===== config.mk =====
export PLATFORM = sky130hd
export DESIGN_NAME = if_fetch_unit
export DESIGN_NICKNAME = d
export VERILOG_FILES = /design/src/rtl/rv32i_types.sv /design/src/rtl/fetch_hold_buffer.sv /design/src/rtl/if_fetch_unit.sv
export SDC_FILE = /design/constraint.sdc
export NUM_CORES = 1
export LEC_CHECK = 0
export BUFFER_PORTS_ARGS = -buffer_cell sky130_fd_sc_hd__buf_2
export CORE_MARGIN = 1
export CORE_UTILIZATION = 48
export CTS_BUF_LIST = sky130_fd_sc_hd__clkbuf_16
export CTS_CLUSTER_SIZE = 24
export DETAILED_ROUTE_END_ITERATION = 6
export GPL_TIMING_DRIVEN = 0
export PLACE_DENSITY = 0.76
export SLEW_MARGIN = 15
export SYNTH_ARGS = -nofsm -noshare
export SYNTH_HDL_FRONTEND = slang
export SYNTH_SLANG_ARGS = --single-unit

===== constraint.sdc =====
create_clock -name clk -period 5.8 [get_ports clk]
set_input_delay 0.58 -clock clk [delete_from_list [all_inputs] [get_ports clk]]
set_output_delay 0.58 -clock clk [all_outputs]
set_load 0.03 [all_outputs]

===== src/rtl/rv32i_types.sv =====
// rtl/rv32i_types.sv - shared pipeline types for the RV32I core
package rv32i_types;

  localparam logic [31:0] NOP_INST = 32'h0000_0013;

  typedef enum logic [1:0] {
    REQ,
    HOLD,
    DISCARD
  } fetch_state_t;

  typedef struct packed {
    logic        valid;
    logic [31:0] inst;
    logic [31:0] pc;
  } if_id_t;

endpackage


===== src/rtl/fetch_hold_buffer.sv =====
// rtl/fetch_hold_buffer.sv - one-entry instruction hold buffer
module fetch_hold_buffer (
  input  logic        clk,
  input  logic        rst,
  input  logic        load,
  input  logic        clear,
  input  logic [31:0] load_inst,
  input  logic [31:0] load_pc,
  output logic        valid,
  output logic [31:0] inst,
  output logic [31:0] pc
);

  // Capture one fetched instruction; clear wins so a redirect always empties it
  always_ff @(posedge clk or posedge rst) begin
    if (rst) begin
      valid <= 1'b0;
      inst  <= 32'h0;
      pc    <= 32'h0;
    end else if (clear) begin
      valid <= 1'b0;
    end else if (load) begin
      valid <= 1'b1;
      inst  <= load_inst;
      pc    <= load_pc;
    end
  end

endmodule


===== src/rtl/if_fetch_unit.sv =====
// rtl/if_fetch_unit.sv - instruction fetch stage feeding the IF/ID register
module if_fetch_unit #(
  parameter logic [31:0] RESET_PC = 32'h0000_0060,
  parameter logic [31:0] NOP_INST = 32'h0000_0013
) (
  input  logic        clk,
  input  logic        rst,
  input  logic        true_branch,
  input  logic [31:0] branch_pc,
  input  logic        stall,
  output logic        inst_read,
  output logic [31:0] inst_addr,
  input  logic        inst_resp,
  input  logic [31:0] inst_rdata,
  output logic        if_valid,
  output logic [31:0] if_inst,
  output logic [31:0] if_pc
);

  import rv32i_types::*;

  fetch_state_t state_q, state_d;
  logic [31:0]  pc_q, pc_d;
  // Address of the request being drained while in DISCARD; pc_q already holds the target
  logic [31:0]  disc_addr_q, disc_addr_d;
  if_id_t       if_id_q, if_id_d;

  logic         buf_load;
  logic         buf_clear;
  logic         buf_valid;
  logic [31:0]  buf_inst;
  logic [31:0]  buf_pc;

  fetch_hold_buffer u_hold_buffer (
    .clk       (clk),
    .rst       (rst),
    .load      (buf_load),
    .clear     (buf_clear),
    .load_inst (inst_rdata),
    .load_pc   (pc_q),
    .valid     (buf_valid),
    .inst      (buf_inst),
    .pc        (buf_pc)
  );

  // Request is held stable until its response; DISCARD keeps presenting the old address
  always_comb begin
    inst_read = ~rst & (state_q != HOLD);
    inst_addr = (state_q == DISCARD) ? disc_addr_q : pc_q;
  end

  // State register, PC and IF/ID register
  always_ff @(posedge clk or posedge rst) begin
    if (rst) begin
      state_q     <= REQ;
      pc_q        <= RESET_PC;
      disc_addr_q <= RESET_PC;
      if_id_q     <= '{valid: 1'b0, inst: NOP_INST, pc: 32'h0};
    end else begin
      state_q     <= state_d;
      pc_q        <= pc_d;
      disc_addr_q <= disc_addr_d;
      if_id_q     <= if_id_d;
    end
  end

  // Next-state: redirect first, then response/stall handling per state
  always_comb begin
    state_d     = state_q;
    pc_d        = pc_q;
    disc_addr_d = disc_addr_q;
    if_id_d     = if_id_q;
    buf_load    = 1'b0;
    buf_clear   = 1'b0;

    if (true_branch) begin
      pc_d         = {branch_pc[31:2], 2'b00};
      if_id_d.valid = 1'b0;
      if_id_d.inst  = NOP_INST;
      buf_clear    = 1'b1;
      unique case (state_q)
        REQ: begin
          if (inst_resp) begin
            state_d = REQ;
          end else begin
            state_d     = DISCARD;
            disc_addr_d = pc_q;
          end
        end
        HOLD:    state_d = REQ;
        DISCARD: state_d = inst_resp ? REQ : DISCARD;
        default: state_d = REQ;
      endcase
    end else begin
      unique case (state_q)
        REQ: begin
          if (inst_resp) begin
            pc_d = pc_q + 32'd4;
            if (stall) begin
              buf_load = 1'b1;
              state_d  = HOLD;
            end else begin
              if_id_d = '{valid: 1'b1, inst: inst_rdata, pc: pc_q};
            end
          end else if (!stall) begin
            if_id_d.valid = 1'b0;
            if_id_d.inst  = NOP_INST;
          end
        end
        HOLD: begin
          if (!stall) begin
            if_id_d   = '{valid: buf_valid, inst: buf_inst, pc: buf_pc};
            buf_clear = 1'b1;
            state_d   = REQ;
          end
        end
        DISCARD: begin
          if (!stall) begin
            if_id_d.valid = 1'b0;
            if_id_d.inst  = NOP_INST;
          end
          if (inst_resp) begin
            state_d = REQ;
          end
        end
        default: state_d = REQ;
      endcase
    end
  end

  assign if_valid = if_id_q.valid;
  assign if_inst  = if_id_q.inst;
  assign if_pc    = if_id_q.pc;

endmodule

==> summary.txt <==
Logic synthesis
  • Main synth FF type: dfrtp_1
  • Synth unique cells: 51
  • Mux cell area share after synthesis: 0.183
  • #FFs+latches synth: 188
  • Main combinational cell family by area after synthesis: multiplexers
  • Xor/xnor share of the synthesized area: 0.0118
  • Cell count after synthesis: 790
  • Top area cells in the synthesized netlist: dfrtp_1, mux2_2, mux2i_1
  • Post-Synth Adder-Cell Area: 0.00564
  • Cell Area, Synth: 8870 um^2
  • Avg Inst Size Synth: 11.2 um^2
  • Post-synth EDFFs: 0
  • Compound-cell area share of the yosys netlist: 0.118
  • Simple-Gate Fraction of Synth Area: 0.110
  • Sequential fraction of the synthesis area: 0.531
  • YS warnings: 0
  • Post-synth top area share: 0.510
  • Asr flop ratio synth: 1.00
  • Yosys top cell by area: dfrtp_1

Timing
  • Fmax: 0.302 GHz
  • Worst-Margin Slew: 0.879 ns
  • Period utilization: 0.572
  • Fin Setup TNS: 0 ns
  • Slew headroom: 0.414
  • RSZ-0062 raised after global routing: false
  • Skew final: 0.00925 ns
  • Hold slack: 0.208 ns
  • Final worst slack: 2.48 ns
  • Slew Limit Fails: 0
  • Final hold vios: 0
  • Post-layout min period: 3.32 ns
  • Final setup fails: 0

GRT
  • First-pass GRT wire length: 35.0 mm
  • Vias in the first global route: 6703
  • Initial antenna violation count: 3
  • Grt ovf: 0
  • Total GRT Usage: 0.242
  • Largest net degree at the start of global routing: 115

Power and ir drop
  • P_sw: 1.55 mW
  • Power density cells: 416 nW/um^2
  • Lkg Pwr: 4.65 nW
  • Tot Pwr: 4.42 mW
  • Int Power: 2.87 mW
  • Sequential share of power: 0.427
  • Sw Ratio: 0.350
  • Clock power share: 0.272
  • Worst vdd ir: 0.259 mV
  • Combinational fraction of design power: 0.302

Final layout
  • Area Overhead vs Synth: 19.6%
  • Fin nets: 1046
  • Most common cell after layout, fill and taps aside: dfrtp_1
  • Design area: 10600 um^2
  • Most frequent cells in the layout: dfrtp_1, buf_2, mux2_2
  • Core Util, Final: 0.589
  • Layout cell share with drive strength beyond 1: 0.344
  • Final std cells w/o fill: 1217

Floorplanning
  • Core area: 18000 um^2
  • FP Rows: 49
  • Die ar.: 19000 um^2
  • Starting density of the core: 0.492
  • Die extent in y: 138 um
  • I/O pin cnt: 167
  • Die X: 138 um

Drt
  • Antenna-violating nets left: 0
  • Remaining DRCs: 0
  • First-pass DRT Iterations: 5
  • Avg WL per Cell: 18.2 um
  • Vias per inst: 5.66
  • Iter 0 DRT Violations: 500
  • Vias: 6893
  • Final WL: 22.2 mm

Run
  • Max Cap Viol: 0

Setup path
  • Crit path DAT: 2.74 ns
  • CP required: 5.22 ns
  • CP Max Fanout: 10
  • Startpoint type of the worst setup path: flip-flop
  • Slowest CP cell: buf_1
  • Worst-path cell chain: inv_1, ha_1, clkbuf_1, buf_1, mux2_2, buf_2
  • Endpoint class of the critical path: output pin
  • Kind of critical path: reg2out
  • Crit-path max cell delay: 0.58 ns

Clocking
  • Clk sinks: 188
  • Post-CTS setup buffers: 0
  • Resize count post-CTS: 0
  • CTS tree: built
  • CTS max path bufs: 2
  • CTS clk-pin slew, worst paths: 0.07 ns
  • CTS Hold Buffers Added: 0
  • Clk_lat worst skew: 0.43 ns
  • H-tree levels: 4
  • Clock root cell: clkbuf_16
  • Num CTS Buffers: 17

Placed design
  • Routability Congestion: 0.807
  • Hpwl dp: 15.3 mm
  • # port buffers: 160
  • Post-Place Setup Slack: 2.94 ns
  • Placed Area: 10000 um^2
  • Placed Instances: 1183

Run status
  • Status: completed

Hold path
  • Hold Crit Class: in2async
critical path: cells and delay by family, from the launching register on:
family | cells | cell delay (ns)
buffers and inverters | 4 | 1.29
flip-flops | 1 | 0.41
adder cells (fa/ha/maj) | 1 | 0.19
multiplexers | 1 | 0.43
power by group through the flow:
| stage | Clock (mW) | Combinational, mW | Sequential, mW |
|---|---|---|---|
| final | 1.20 | 1.33 | 1.89 |
| after global routing | 1.27 | 1.45 | 1.93 |
| after CTS | 1.21 | 1.34 | 1.88 |
| after detailed placement | 0 | 1.34 | 1.91 |
| after global placement | 0 | 1.31 | 1.88 |
| after floorplan | 0 | 0.758 | 2.09 |
cells in the mapped netlist (5+ instances only):
cell	number
buf_1	7
o2bb2ai_1	30
xor2_1	5
xnor2_1	7
nand2_1	82
nand3_1	15
nand4_1	11
dfstp_2	7
a31oi_1	20
dfrtp_1	181
clkbuf_1	49
mux2_2	114
nor4_1	5
buf_2	10
nor3_1	16
inv_1	8
a22oi_1	21
and3_1	6
mux2i_1	32
or4_1	11
o21ai_0	60
nor2_1	27
or3_1	7
o31ai_1	7
a21oi_1	5
metal layers:
metal | GRT usage | vias to the layer above | wire length, um
met5 | 0 | - | 11
li1 | - | 3225 | -
met3 | 0.0490 | 43 | 1130
met1 | 0.336 | 3431 | 10100
met4 | 0.0966 | 2 | 587
met2 | 0.372 | 192 | 10400
state kept, by name, summed over array words and instances, names as in the netlist:
register,flops
u_hold_buffer.pc,30
state_q,2
if_pc,30
u_hold_buffer.inst,32
if_valid,1
u_hold_buffer.valid,1
if_inst,32
disc_addr_q,30
pc_q,30
area by class of cell:
type	count	area, um^2
clock buffers	17	425
inverters	8	37.5
clock inverters	14	169
fillers	1571	7410
multi-input cells	523	3820
repair buffers	161	828
diodes	3	7.51
flip-flops and latches	188	4710
plain buffers	74	323
well taps	229	287
worst paths after layout:
check | start | end | slack [ns] | cells after the start
max | state_q[0] | inst_addr[5] | 2.48 | 6
min | rst | if_inst[20] | 0.21 | 2
max reg2reg | state_q[0] | u_hold_buffer.inst[15] | 3.07 | 8
min reg2reg | if_pc[21] | if_pc[21] | 0.47 | 2
max in group asynchronous | rst | disc_addr_q[10] | 4.61 | 3
min in group clk | branch_pc[3] | pc_q[3] | 0.36 | 3
cells by family after synthesis:
group / count (synthesis)
fa+ha+maj: 4
other cells: 1
buf+inv: 82
xor+xnor: 12
simple gates: 197
flops: 188
mux: 148
compound gates: 158
(Power assumes the default switching activity.)
